## config.mk

```make
export PLATFORM = sky130hd
export DESIGN_NAME = seq_restoring_divider_flat
export DESIGN_NICKNAME = d
export VERILOG_FILES = /design/src/rtl/div_if.sv /design/src/rtl/seq_restoring_divider.sv /design/src/flat_wrapper.sv
export SDC_FILE = /design/constraint.sdc
export NUM_CORES = 1
export LEC_CHECK = 0
export BUFFER_PORTS_ARGS = -buffer_cell sky130_fd_sc_hd__buf_2
export CELL_PAD_IN_SITES_DETAIL_PLACEMENT = 1
export CELL_PAD_IN_SITES_GLOBAL_PLACEMENT = 2
export CORE_MARGIN = 3
export CORE_UTILIZATION = 37
export DETAILED_ROUTE_END_ITERATION = 16
export PLACE_DENSITY = 0.84
export RECOVER_POWER = 100
export SLEW_MARGIN = 0
export SYNTH_ARGS = -nofsm -noshare
export SYNTH_HDL_FRONTEND = slang
export SYNTH_SLANG_ARGS = --single-unit
```

## constraint.sdc

```tcl
create_clock -name clk -period 6 [get_ports clk]
set_clock_uncertainty 0.2 [all_clocks]
set_input_delay 0.9 -clock clk [delete_from_list [all_inputs] [get_ports clk]]
set_output_delay 0.9 -clock clk [all_outputs]
set_load 0.02 [all_outputs]
```

## src/rtl/div_if.sv

```systemverilog
// Start/busy/done handshake bundle for the sequential restoring divider.
// Master issues jobs; slave (the divider) returns registered results.
interface div_if #(
  parameter int DW = 4,
  parameter int VW = 2
);
  logic          start;
  logic [DW-1:0] dividend;
  logic [VW-1:0] divisor;
  logic          busy;
  logic          done;
  logic [DW-1:0] quotient;
  logic [VW-1:0] remainder;
  logic          div_by_zero;
  logic          chk_err;

  modport master (
    output start, dividend, divisor,
    input  busy, done, quotient, remainder,
    input  div_by_zero, chk_err
  );

  modport slave (
    input  start, dividend, divisor,
    output busy, done, quotient, remainder,
    output div_by_zero, chk_err
  );
endinterface

```

## src/rtl/seq_restoring_divider.sv

```systemverilog
// Unsigned restoring divider, one quotient bit per clock, MSB first.
// Optional DIV_SELFCHECK_EN adds a q*d+r==dividend round-trip check.
module seq_restoring_divider #(
  parameter int DW = 4,
  parameter int VW = 2
) (
  input logic clk,
  input logic rst_n,
  div_if.slave bus
);
  localparam int CW = (DW > 1) ? $clog2(DW) : 1;

  typedef enum logic [1:0] {
    IDLE,
    RUN,
    DONE
  } state_t;

  state_t state, state_n;

  logic [CW-1:0] cnt, idx;
  logic [DW-1:0] dvd, q_sh, q_fin, quo;
  logic [VW-1:0] dvs, rem;
  logic [VW:0]   r, rs, r_n;
  logic          q_bit, accept, last, dz, zdiv;

  always_comb begin
    accept = bus.start && (state != RUN);
    zdiv   = (bus.divisor == '0);
    idx    = CW'(DW - 1) - cnt;
    rs     = {r[VW-1:0], dvd[idx]};
    q_bit  = (rs >= {1'b0, dvs});
    r_n    = q_bit ? rs - {1'b0, dvs} : rs;
    q_fin  = {q_sh[DW-2:0], q_bit};
    last   = (cnt == CW'(DW - 1));
  end

  always_comb begin
    state_n = state;
    unique case (state)
      IDLE: begin
        if (bus.start) state_n = zdiv ? DONE : RUN;
      end
      RUN: begin
        if (last) state_n = DONE;
      end
      DONE: begin
        if (bus.start) state_n = zdiv ? DONE : RUN;
        else           state_n = IDLE;
      end
      default: state_n = IDLE;
    endcase
  end

  always_ff @(posedge clk or negedge rst_n) begin
    if (!rst_n) state <= IDLE;
    else        state <= state_n;
  end

`ifdef DIV_SELFCHECK_EN
  logic [DW+VW-1:0] prod;
  logic             chk, chk_n;

  always_comb begin
    prod  = (DW+VW)'(q_fin) * (DW+VW)'(dvs)
          + (DW+VW)'(r_n[VW-1:0]);
    chk_n = (prod != (DW+VW)'(dvd));
  end

  always_ff @(posedge clk or negedge rst_n) begin
    if (!rst_n)                     chk <= 1'b0;
    else if (accept)                chk <= 1'b0;
    else if (state == RUN && last)  chk <= chk_n;
  end

  assign bus.chk_err = chk;
`else
  assign bus.chk_err = 1'b0;
`endif

  // Results land in quo/rem only at DONE entry so they stay stable while held.
  always_ff @(posedge clk or negedge rst_n) begin
    if (!rst_n) begin
      dvd  <= '0;
      dvs  <= '0;
      r    <= '0;
      cnt  <= '0;
      q_sh <= '0;
      quo  <= '0;
      rem  <= '0;
      dz   <= 1'b0;
    end else if (accept) begin
      dvd  <= bus.dividend;
      dvs  <= bus.divisor;
      r    <= '0;
      cnt  <= '0;
      q_sh <= '0;
      quo  <= zdiv ? '1 : '0;
      rem  <= '0;
      dz   <= zdiv;
    end else if (state == RUN) begin
      r    <= r_n;
      q_sh <= q_fin;
      cnt  <= cnt + CW'(1);
      if (last) begin
        quo <= q_fin;
        rem <= r_n[VW-1:0];
      end
    end
  end

  assign bus.busy        = (state == RUN);
  assign bus.done        = (state == DONE);
  assign bus.quotient    = quo;
  assign bus.remainder   = rem;
  assign bus.div_by_zero = dz;
endmodule
```

## src/flat_wrapper.sv

```systemverilog
// flat-port wrapper written by rule: the top's interface ports become plain ports
module seq_restoring_divider_flat 
#(
  parameter int DW = 4,
  parameter int VW = 2
)
  (clk, rst_n, bus_start, bus_dividend, bus_divisor, bus_busy, bus_done, bus_quotient, bus_remainder, bus_div_by_zero, bus_chk_err);
  div_if #(.DW(DW), .VW(VW)) bus_i ();
  input logic clk;
  input logic rst_n;
  input wire logic [$bits(bus_i.start)-1:0] bus_start;
  input wire logic [$bits(bus_i.dividend)-1:0] bus_dividend;
  input wire logic [$bits(bus_i.divisor)-1:0] bus_divisor;
  output wire logic [$bits(bus_i.busy)-1:0] bus_busy;
  output wire logic [$bits(bus_i.done)-1:0] bus_done;
  output wire logic [$bits(bus_i.quotient)-1:0] bus_quotient;
  output wire logic [$bits(bus_i.remainder)-1:0] bus_remainder;
  output wire logic [$bits(bus_i.div_by_zero)-1:0] bus_div_by_zero;
  output wire logic [$bits(bus_i.chk_err)-1:0] bus_chk_err;
  assign bus_i.start = bus_start;
  assign bus_i.dividend = bus_dividend;
  assign bus_i.divisor = bus_divisor;
  assign bus_busy = bus_i.busy;
  assign bus_done = bus_i.done;
  assign bus_quotient = bus_i.quotient;
  assign bus_remainder = bus_i.remainder;
  assign bus_div_by_zero = bus_i.div_by_zero;
  assign bus_chk_err = bus_i.chk_err;
  seq_restoring_divider #(.DW(DW), .VW(VW)) u_core (.clk(clk), .rst_n(rst_n), .bus(bus_i));
endmodule
```

==> run metrics, run 1 <==
status finished clean; Max VDD drop 256 uV; starting density of the core 39.9%; Power per Cell Area 592 mW/mm^2; total of buffers placed on input and output ports 17; Least-Margin Pin Slew 1190 ps; Design Area, Final 0.00113 mm^2; number of sinks on the clock net 22; Die X-Extent 58.1 um; CTS H-tree depth 1; Final Total Pwr 672 uW; clock period minus worst slack 2680 ps; Rel. slew slack 20.7%; sort of element at the end of the critical path flop; Area growth syn-to-layout 12.7%; fraction of synthesized area in multiplexers 11.7%; post-synthesis sequential element count 22; ports placed on the boundary 19; largest family of logic cells by synthesized area compound AO/OA/AOI/OAI gates; type of the most critical hold path flop to flop; met1 track demand over resource in global routing 18.6%; share of cells above drive strength 1 12.5%; worst hold start u_core.bus.div_by_zero$_DFFE_PN0P_; Post-Synth Simple-Gate Area 12.6%; start of the worst register-to-register path u_core.cnt[1]$_DFFE_PN0P_; GRT met2 Usage 24.2%; number of global-route vias before repair 770; arrival time of data at the critical path endpoint 2720 ps; Syn. warnings 0; maximum fanout along the worst path 4; post-synth design cell area 0.00101 mm^2; clock slew seen by the registers of the worst setup and hold paths 120 ps; Synth Area in XOR/XNOR 0%; Site Rows 18; weighted congestion reported at the end of routability-driven placement 0.717; total overflow reported by the global router 0; worst reg2reg endpoint u_core.r[0]$_DFFE_PN0P_; depth of the most critical reg-to-reg path 7; critical path class flop to flop; source-to-sink clock delay at the later pin of the worst-skew pair 310 ps; Synthesized Nets 98; Cell Area, Placed 0.00111 mm^2; overall die area 0.00338 mm^2; minimum setup slack among reg-to-reg paths 3320 ps; Required @ worst endpoint 6030 ps; total via count in the routed design 732; post-DP HPWL 1.58 mm; post_cts resized 0; net count reported at finish 117; Hold Violations, Final 0; global-route layer with the greatest usage met2; leakage power total 0.515 nW; worst slack on hold paths 303 ps; Synth Area in Compound Gates 14.2%; WL per Instance 15.9 um; Distinct cells, synth 29; n_diodes 0; period utilisation layout 44.7%; # Post-CTS Setup Buffers 0; starting DRC count in detailed routing 18; max-slew violation count 0; via density per instance 5.46; hold path cells 2; remaining routing DRC violations 0; remaining number of nets flagged by the antenna check after routing 0; total routed wirelength 2.13 mm; Worst Hold Path EP u_core.bus.div_by_zero$_DFFE_PN0P_; wire length of the first global-routing pass 3.71 mm; post-synthesis sequential area ratio 54.7%; TritonCTS clock tree done; number of buffers between clock root and the deepest sink 2; combined global-route utilization of all metal layers 14.7%; peak clock frequency supported by timing 373 MHz; maximum number of pins on one net before global-route repair 23; root buffer cell sky130_fd_sc_hd__clkbuf_4; max-capacitance violation count 0; Finish-stage setup viols 0; post-synthesis share of cell area spent on full adders, half adders and majority gates 3.73%; number of antenna violations at the first check in global routing 0; number of buffers added to fix hold violations after cts 0; sum of negative setup slack 0 ps; synthesized instance count 86; final-layout fill cell count 300; RSZ-0062 raised after global routing false; floorplan die height 58.1 um; per-instance average area after synthesis 11.7 um^2; first-pass iteration count of the detailed router 4; core region area 0.00252 mm^2; startpoint types flop; CTS buffer count 3; met3 Track Usage GR 3.34%
-- worst max-delay path: stages, from the launching register on --
cell                       delay [ps]
sky130_fd_sc_hd__dfrtp_1          450
sky130_fd_sc_hd__mux2i_1          150
sky130_fd_sc_hd__mux2_1           320
sky130_fd_sc_hd__ha_1             310
sky130_fd_sc_hd__nand2b_1         150
sky130_fd_sc_hd__a211oi_1         470
sky130_fd_sc_hd__mux2_1           410
sky130_fd_sc_hd__o21ai_0          140
-- cell usage after synthesis, drive strengths merged --
library cell  instances  share of area [%]
o211ai                1               0.75
nand3b                1               0.75
nand2b                2                1.2
nand2                11                4.4
o211a                 1                1.0
inv                   3                1.1
o41ai                 1               0.87
clkbuf                1               0.37
a211oi                1                1.2
buf                   2                1.2
conb                  1               0.37
o31ai                 1               0.75
nor2b                 1               0.62
dfrtp                22                 55
o221a                 3                3.4
mux2i                 2                2.0
o21ai                 8                4.7
or3                   1               0.62
mux2                  8                9.7
ha                    3                3.7
o2bb2ai               1               0.87
nand3                10                5.0
o22ai                 1               0.62
-- worst max path at each step --
| stage | endpoint | start | slack (ps) | cells after the start |
|---|---|---|---|---|
| detailed placement | u_core.r[0]$_DFFE_PN0P_ | u_core.cnt[1]$_DFFE_PN0P_ | 3570 | 7 |
| floorplan | u_core.r[0]$_DFFE_PN0P_ | u_core.cnt[1]$_DFFE_PN0P_ | 3760 | 7 |
| CTS | bus_busy | u_core.state[1]$_DFFE_PN0P_ | 3390 | 3 |
| finish | u_core.r[0]$_DFFE_PN0P_ | u_core.cnt[1]$_DFFE_PN0P_ | 3320 | 7 |
| global route | bus_busy | u_core.state[1]$_DFFE_PN0P_ | 3160 | 3 |
| global placement | u_core.r[0]$_DFFE_PN0P_ | u_core.cnt[1]$_DFFE_PN0P_ | 3610 | 7 |
-- cells in the final DEF, fill, tap and decap left out, types with 2 or more instances in the layout --
| cell type | netlist | routed |
|---|---|---|
| sky130_fd_sc_hd__dfrtp_1 | 22 | 22 |
| sky130_fd_sc_hd__nand2_1 | 10 | 11 |
| sky130_fd_sc_hd__nand3_1 | 10 | 10 |
| sky130_fd_sc_hd__clkbuf_1 | 1 | 10 |
| sky130_fd_sc_hd__mux2_1 | 6 | 8 |
| sky130_fd_sc_hd__buf_2 | 1 | 7 |
| sky130_fd_sc_hd__o21ai_0 | 2 | 6 |
| sky130_fd_sc_hd__o221a_1 | 3 | 3 |
| sky130_fd_sc_hd__ha_1 | 3 | 3 |
| sky130_fd_sc_hd__clkbuf_4 | 0 | 3 |
| sky130_fd_sc_hd__nand2b_1 | 2 | 2 |
| sky130_fd_sc_hd__inv_1 | 1 | 2 |
| sky130_fd_sc_hd__mux2i_1 | 2 | 2 |
-- per-layer routing --
| layer | routed length (um) | up-vias |
|---|---|---|
| met5 | 0 | - |
| met4 | 32 | 0 |
| met3 | 117 | 4 |
| met2 | 1020 | 19 |
| met1 | 962 | 362 |
| li1 | - | 347 |
-- sequential cells by signal, summed over array words and instances, names as in the netlist --
register / flops
u_core.state: 2
u_core.dvd: 4
u_core.bus.quotient: 4
u_core.cnt: 2
u_core.r: 2
u_core.bus.remainder: 2
u_core.bus.div_by_zero: 1
u_core.dvs: 2
u_core.q_sh: 3
-- logic make-up (layout without fill, tap and decap cells) --
logic type | Yosys count | in the layout
multiplexers | 10 | 10
adder cells (fa/ha/maj) | 3 | 3
AO/OA/AOI/OAI | 18 | 18
other | 1 | 1
buffers and inverters | 6 | 24
flip-flops | 22 | 22
AND/OR/NAND/NOR | 26 | 26
-- report_power, final --
part           total, mW  leakage [nW]  internal (mW)  switching [mW]
clock              0.113        0.0279         0.0675          0.0453
sequential         0.264         0.272          0.217          0.0466
combinational      0.295         0.215          0.116           0.179
-- area by class of cell --
class | count | area [um^2] | area share (%)
inverters | 3 | 11.3 | 0.993
multi-input cells | 58 | 409 | 36.1
repair buffers | 17 | 72.6 | 6.40
well taps | 30 | 37.5 | 3.31
clock buffers | 3 | 22.5 | 1.99
clock inverters | 1 | 30.0 | 2.65
flip-flops and latches | 22 | 551 | 48.6
-- stage by stage --
step                util [%]  setup slack [ps]  std cells
detailed placement      44.1              3570        130
global route            44.9              3160        134
global placement        44.1              3610        130
finish                  44.9              3320        134
CTS                     46.2              3390        134
floorplan                  -              3760         86
Power figures use the tool's default switching activity.
==> run 2: changes to the inputs <==
--- a/config.mk
+++ b/config.mk
@@ -9,9 +9,9 @@
 export CELL_PAD_IN_SITES_DETAIL_PLACEMENT = 1
 export CELL_PAD_IN_SITES_GLOBAL_PLACEMENT = 2
 export CORE_MARGIN = 3
-export CORE_UTILIZATION = 37
+export CORE_UTILIZATION = 31
 export DETAILED_ROUTE_END_ITERATION = 16
-export PLACE_DENSITY = 0.84
+export PLACE_DENSITY = 0.75
 export RECOVER_POWER = 100
 export SLEW_MARGIN = 0
 export SYNTH_ARGS = -nofsm -noshare
==> constraint.sdc (replaced) <==
create_clock -name clk -period 2.35 [get_ports clk]
set_clock_uncertainty 0.2 [all_clocks]
set_input_delay 0.3525 -clock clk [delete_from_list [all_inputs] [get_ports clk]]
set_output_delay 0.3525 -clock clk [all_outputs]
set_load 0.02 [all_outputs]
==> run metrics, run 2 (synthesized netlist as in run 1, its figures left out) <==
Hold Violations, Final 0 (unchanged); startpoint types flop; minimum setup slack after placement 17.0 ps (-3550 ps); floorplan die height 63.0 um (+8.3%); leakage power total 0.536 nW (+4.0%); depth of the most critical reg-to-reg path 7 (unchanged); Cell Area, Placed 0.00114 mm^2 (+2.9%); maximum fanout along the worst path 3 (-1); Detail Route met3 WL 92 um (-21%); Design Area, Final 0.00119 mm^2 (+5.2%); share of cells above drive strength 1 18.5% (+6.0 points); sum of negative setup slack 0 ps (unchanged); Area growth syn-to-layout 18.5%; remaining routing DRC violations 0 (unchanged); total routed wirelength 2.30 mm (+7.7%); arrival time of data at the critical path endpoint 2270 ps (-450 ps); commonest cells after routing, fill and taps aside sky130_fd_sc_hd__dfrtp_1 (22), sky130_fd_sc_hd__nand2_1 (11), sky130_fd_sc_hd__nand3_1 (10), sky130_fd_sc_hd__clkbuf_1 (10), sky130_fd_sc_hd__buf_2 (7); critical path class flop to flop; Power per Cell Area 1510 mW/mm^2 (+160%); max-slew violation count 0 (unchanged); number of sinks on the clock net 22 (unchanged); starting density of the core 32.7% (-7.2 points); clock period minus worst slack 2230 ps (-452 ps); hold path cells 2 (unchanged); Required @ worst endpoint 2390 ps (-3640 ps); total net switching power 731 uW (+170%); clock share of power 11.8% (-5.0 points); WL per Instance 15.1 um (-5.1%); Die X-Extent 63.0 um (+8.3%); net count reported at finish 121 (+3.4%); Final Total Pwr 1.80 mW (+170%); combinational share of power 50.6% (+6.7 points); number of antenna violations at the first check in global routing 0 (unchanged); Rel. slew slack 16.9% (-3.8 points); first-pass iteration count of the detailed router 5 (+1); total of buffers placed on input and output ports 17 (unchanged); max-capacitance violation count 0 (unchanged); Sw Share 40.6% (+0.31 points); wire length the detailed router placed on met1 1.03 mm (+7.2%); Site Rows 20 (+2); start of the worst register-to-register path u_core.cnt[1]$_DFFE_PN0P_; worst slack on hold paths 48.8 ps (-254 ps); most frequent standard cell in the layout excluding fill and tap cells sky130_fd_sc_hd__dfrtp_1; minimum setup slack among reg-to-reg paths 120 ps (-3200 ps); sort of element at the end of the critical path flop; wire length of the first global-routing pass 3.96 mm (+6.7%); source-to-sink clock delay at the later pin of the worst-skew pair 310 ps (about the same); weighted congestion reported at the end of routability-driven placement 0.720 (+0.38%); total via count in the routed design 750 (+2.5%); Finish-stage setup viols 0 (unchanged); core region area 0.00308 mm^2 (+22%); Worst Hold Path EP u_core.dvd[3]$_DFFE_PN0P_; status finished clean; number of buffers between clock root and the deepest sink 2 (unchanged); clock slew seen by the registers of the worst setup and hold paths 130 ps (about the same); Max VDD drop 528 uV (+110%); worst hold start bus_dividend[3]; total overflow reported by the global router 0 (unchanged); CTS buffer count 3 (unchanged); combined global-route utilization of all metal layers 12.6% (-2.1 points); RSZ-0062 raised after global routing false; cell chain of the critical path mux2i_1 -> mux2_4 -> ha_4 -> nand2b_1 -> a211oi_2 -> mux2_4 -> o21ai_1; type of the most critical hold path input port to flop; period utilisation layout 94.9% (+50 points); cell with the largest stage delay on the worst path sky130_fd_sc_hd__dfrtp_1; amount of wire on met2 after detailed routing 1.16 mm (+14%); internal power summed over all cells 1.07 mW (+170%); highest routing layer actually used met4; TritonCTS clock tree done; ports placed on the boundary 19 (unchanged); root buffer cell sky130_fd_sc_hd__clkbuf_4; n_diodes 0 (unchanged); via density per instance 4.93 (-9.7%); peak clock frequency supported by timing 448 MHz (+20%); remaining number of nets flagged by the antenna check after routing 0 (unchanged); maximum number of pins on one net before global-route repair 23 (unchanged); CTS H-tree depth 1 (unchanged); Bufs and invs on worst path 0 (unchanged); starting DRC count in detailed routing 11 (-7); overall die area 0.00396 mm^2 (+17%); CP delay by family, top multiplexers; relative contribution of sequential cells to total power 37.5% (-1.8 points); number of global-route vias before repair 847 (+10%); worst reg2reg endpoint u_core.r[0]$_DFFE_PN0P_; Least-Margin Pin Slew 1250 ps (+57.7 ps); biggest cell delay along the critical path 440 ps (-30 ps); most used cell, CP sky130_fd_sc_hd__mux2_4; final critical-path setup slack 120 ps (-3200 ps)
==> run 2: how the worst max path moves through the flow <==
stage	startpoint	endpoint	cells past startpoint
after detailed placement	u_core.cnt[1]$_DFFE_PN0P_	u_core.r[0]$_DFFE_PN0P_	7
after global placement	u_core.cnt[1]$_DFFE_PN0P_	u_core.bus.remainder[0]$_DFFE_PN0P_	7
final	u_core.cnt[1]$_DFFE_PN0P_	u_core.r[0]$_DFFE_PN0P_	7
after floorplan	u_core.cnt[1]$_DFFE_PN0P_	u_core.r[0]$_DFFE_PN0P_	7
after CTS	u_core.cnt[1]$_DFFE_PN0P_	u_core.r[0]$_DFFE_PN0P_	7
after global routing	u_core.cnt[1]$_DFFE_PN0P_	u_core.r[0]$_DFFE_PN0P_	7
==> run 2: layout make-up <==
type                            instances  area (um^2)
Sequential cell                        22          551
Multi-Input combinational cell         58          434
Inverter                                3         11.3
Fill cell                             352         1890
Clock buffer                            4         36.3
Tap cell                               44         55.1
Timing Repair Buffer                   21          105
==> run 2: through the flow <==
step | utilization, % | std cells
floorplan | - | 86
global placement | 37.2 | 146
detailed placement | 37.2 | 146
CTS | 38.9 | 152
global route | 38.7 | 152
finish | 38.7 | 152
==> run 2: worst reg2reg max path: cells and delay by family (launching register included) <==
kind / cells / cell delay (ps)
AOI/OAI and AO/OA: 2 / 370
adders and majority gates: 1 / 230
DFF: 1 / 440
muxes: 3 / 780
and+or+nand+nor: 1 / 150
==> run 2: per-layer routing <==
layer	up-vias	global-route usage, %
li1	353	-
met2	15	21.7
met4	0	4.13
met1	380	15.9
met3	2	2.16
met5	-	0
==> run 2: what timing repair did <==
item                                   4_1_cts  5_1_grt
endpoints found under the hold margin       22        0
setup endpoints to repair                    2        3
pin swaps                                    0        1
cloned                                       0        0
buffers inserted                             1        0
resized for setup                            0        1
hold buffers                                 1        0
==> run 2: power by group through the flow <==
stage | registers (mW) | clock network (mW) | logic (mW)
2_1_floorplan | 0.726 | 0 | 0.594
3_3_place_gp | 0.676 | 0 | 0.875
3_5_place_dp | 0.682 | 0 | 0.921
4_1_cts | 0.671 | 0.222 | 0.937
5_1_grt | 0.706 | 0.237 | 1.02
6_report | 0.676 | 0.214 | 0.912
==> run 3: changes to the inputs <==
--- a/config.mk
+++ b/config.mk
@@ -11,7 +11,7 @@
 export CORE_MARGIN = 3
 export CORE_UTILIZATION = 31
 export DETAILED_ROUTE_END_ITERATION = 16
-export PLACE_DENSITY = 0.75
+export PLACE_DENSITY = 0.8
 export RECOVER_POWER = 100
 export SLEW_MARGIN = 0
 export SYNTH_ARGS = -nofsm -noshare
==> run metrics, run 3 (synthesized netlist as in run 1, its figures left out) <==
status finished clean; critical path class flop to flop; maximum fanout along the worst path 4 (+1); net count reported at finish 121 (unchanged); met1 track demand over resource in global routing 16.8% (+0.89 points); final-layout fill cell count 361 (+2.6%); number of buffers between clock root and the deepest sink 2 (unchanged); Rel. slew slack 20.7% (+3.8 points); peak clock frequency supported by timing 445 MHz (-0.72%); RSZ-0062 raised after global routing false; share of cells above drive strength 1 17.6% (-0.93 points); number of antenna violations at the first check in global routing 0 (unchanged); origin of the worst setup path u_core.cnt[1]$_DFFE_PN0P_; start of the worst register-to-register path u_core.cnt[1]$_DFFE_PN0P_; # Post-CTS Setup Buffers 0 (-1); worst slack on hold paths 51.1 ps (+2.30 ps); period utilisation layout 95.6% (+0.69 points); post-DP HPWL 1.69 mm; Finish-stage setup viols 0 (unchanged); total net switching power 717 uW (-2.0%); Final Total Pwr 1.77 mW (-1.8%); wire length of the first global-routing pass 3.78 mm (-4.5%); number of sinks on the clock net 22 (unchanged); minimum setup slack after placement -4.12 ps (-21.2 ps); relative contribution of sequential cells to total power 38.3% (+0.8 points); max-slew violation count 0 (unchanged); TritonCTS clock tree done; floorplan die height 63.0 um (unchanged); max-capacitance violation count 0 (unchanged); sort of element at the end of the critical path flop; placed insts 147 (+0.68%); total overflow reported by the global router 0 (unchanged); internal power summed over all cells 1.05 mW (-1.7%); GRT met2 Usage 18.4% (-3.3 points); n_diodes 0 (unchanged); maximum number of pins on one net before global-route repair 23 (unchanged); worst hold start bus_dividend[1]; weighted congestion reported at the end of routability-driven placement 0.849 (+18%); via density per instance 4.95 (+0.27%); clock slew seen by the registers of the worst setup and hold paths 120 ps (about the same); commonest cells after routing, fill and taps aside sky130_fd_sc_hd__dfrtp_1 (22), sky130_fd_sc_hd__clkbuf_1 (12), sky130_fd_sc_hd__nand2_1 (11); Die X-Extent 63.0 um (unchanged); number of global-route vias before repair 768 (-9.3%); clock period minus worst slack 2250 ps (+16.3 ps); Area growth syn-to-layout 18.2%; CTS buffer count 3 (unchanged); starting density of the core 32.7% (unchanged); met3 Track Usage GR 3.24% (+1.1 points); Hold Violations, Final 0 (unchanged); type of the most critical hold path input port to flop; remaining routing DRC violations 0 (unchanged); clock share of power 11.8% (about the same); Max VDD drop 493 uV (-6.7%); Site Rows 20 (unchanged); Sw Share 40.5% (-0.064 points); count of placed standard cells in the final layout, fillers left out 152 (unchanged); arrival time of data at the critical path endpoint 2280 ps (about the same); leakage power total 0.530 nW (-1.0%); most frequent standard cell in the layout excluding fill and tap cells sky130_fd_sc_hd__dfrtp_1; sum of negative setup slack 0 ps (unchanged); remaining number of nets flagged by the antenna check after routing 0 (unchanged); total via count in the routed design 752 (+0.27%); core region area 0.00308 mm^2 (unchanged); WL per Instance 14.3 um (-5.5%); total of buffers placed on input and output ports 17 (unchanged); total routed wirelength 2.17 mm (-5.5%); Least-Margin Pin Slew 1190 ps (-56.7 ps); final critical-path setup slack 104 ps (-16.3 ps); Required @ worst endpoint 2390 ps (about the same); global-route layer with the greatest usage met2; overall die area 0.00396 mm^2 (unchanged); source-to-sink clock delay at the later pin of the worst-skew pair 300 ps (about the same); combined global-route utilization of all metal layers 12.1% (-0.53 points); combinational share of power 49.9% (-0.7 points); ports placed on the boundary 19 (unchanged); Power per Cell Area 1490 mW/mm^2 (-1.5%); starting DRC count in detailed routing 12 (+1); root buffer cell sky130_fd_sc_hd__clkbuf_4; first-pass iteration count of the detailed router 4 (-1); CTS H-tree depth 1 (unchanged); startpoint types flop
==> run 3: cell counts in the layout (fill, tap and decap cells not counted) <==
Identical to the previous run, type by type.
==> run 3: stage by stage <==
stage,instance area (um^2),util (%)
global route,1190,38.6
finish,1190,38.6
CTS,1210,39.3
detailed placement,1150,37.4
floorplan,1010,-
global placement,1150,37.4
==> run 3: layer usage <==
layer | routed length [um] | vias up
met5 | 0 | -
met4 | 11 | 0
met3 | 104 | 2
met2 | 1050 | 15
met1 | 1010 | 380
li1 | - | 355
==> run 3: repair_timing <==
action,CTS,global route
endpoints found under the hold margin,22,0
hold buffers,1,0
setup endpoints to repair,2,0
gates resized for setup,1,0
==> run 3: layout make-up <==
cell class	instances	area, um^2	area share (%)
repair buffers	21	97.6	8.21
clock buffers	4	36.3	3.05
flip-flops and latches	22	551	46.3
inverters	3	11.3	0.947
multi-input cells	58	438	36.8
well taps	44	55.1	4.63
==> run 3: power groups by stage <==
stage          logic, mW  registers [mW]  clock network [mW]
6_report           0.883           0.678               0.208
5_1_grt            0.990           0.707               0.246
4_1_cts            0.954           0.680               0.218
3_5_place_dp       0.921           0.684                   0
3_3_place_gp       0.882           0.674                   0
2_1_floorplan      0.594           0.726                   0
==> run 3: final timing paths <==
path                                                       end  slack [ps]  cells after the start
setup / recovery           u_core.bus.remainder[0]$_DFFE_PN0P_         100                      7
min in group asynchronous   u_core.bus.quotient[1]$_DFFE_PN0P_         600                      2
hold reg to reg             u_core.bus.div_by_zero$_DFFE_PN0P_         300                      2
setup reg to reg           u_core.bus.remainder[0]$_DFFE_PN0P_         100                      7
max in group asynchronous            u_core.dvs[0]$_DFFE_PN0P_         650                      2
hold / removal                       u_core.dvd[1]$_DFFE_PN0P_          50                      2
==> run 3: worst max-delay path, stage by stage (launching register included) <==
cell,delay (ps)
sky130_fd_sc_hd__dfrtp_1,450
sky130_fd_sc_hd__mux2i_1,140
sky130_fd_sc_hd__mux2_4,290
sky130_fd_sc_hd__ha_4,220
sky130_fd_sc_hd__nand2b_1,150
sky130_fd_sc_hd__a211oi_2,270
sky130_fd_sc_hd__mux2_4,350
sky130_fd_sc_hd__o21ai_2,110
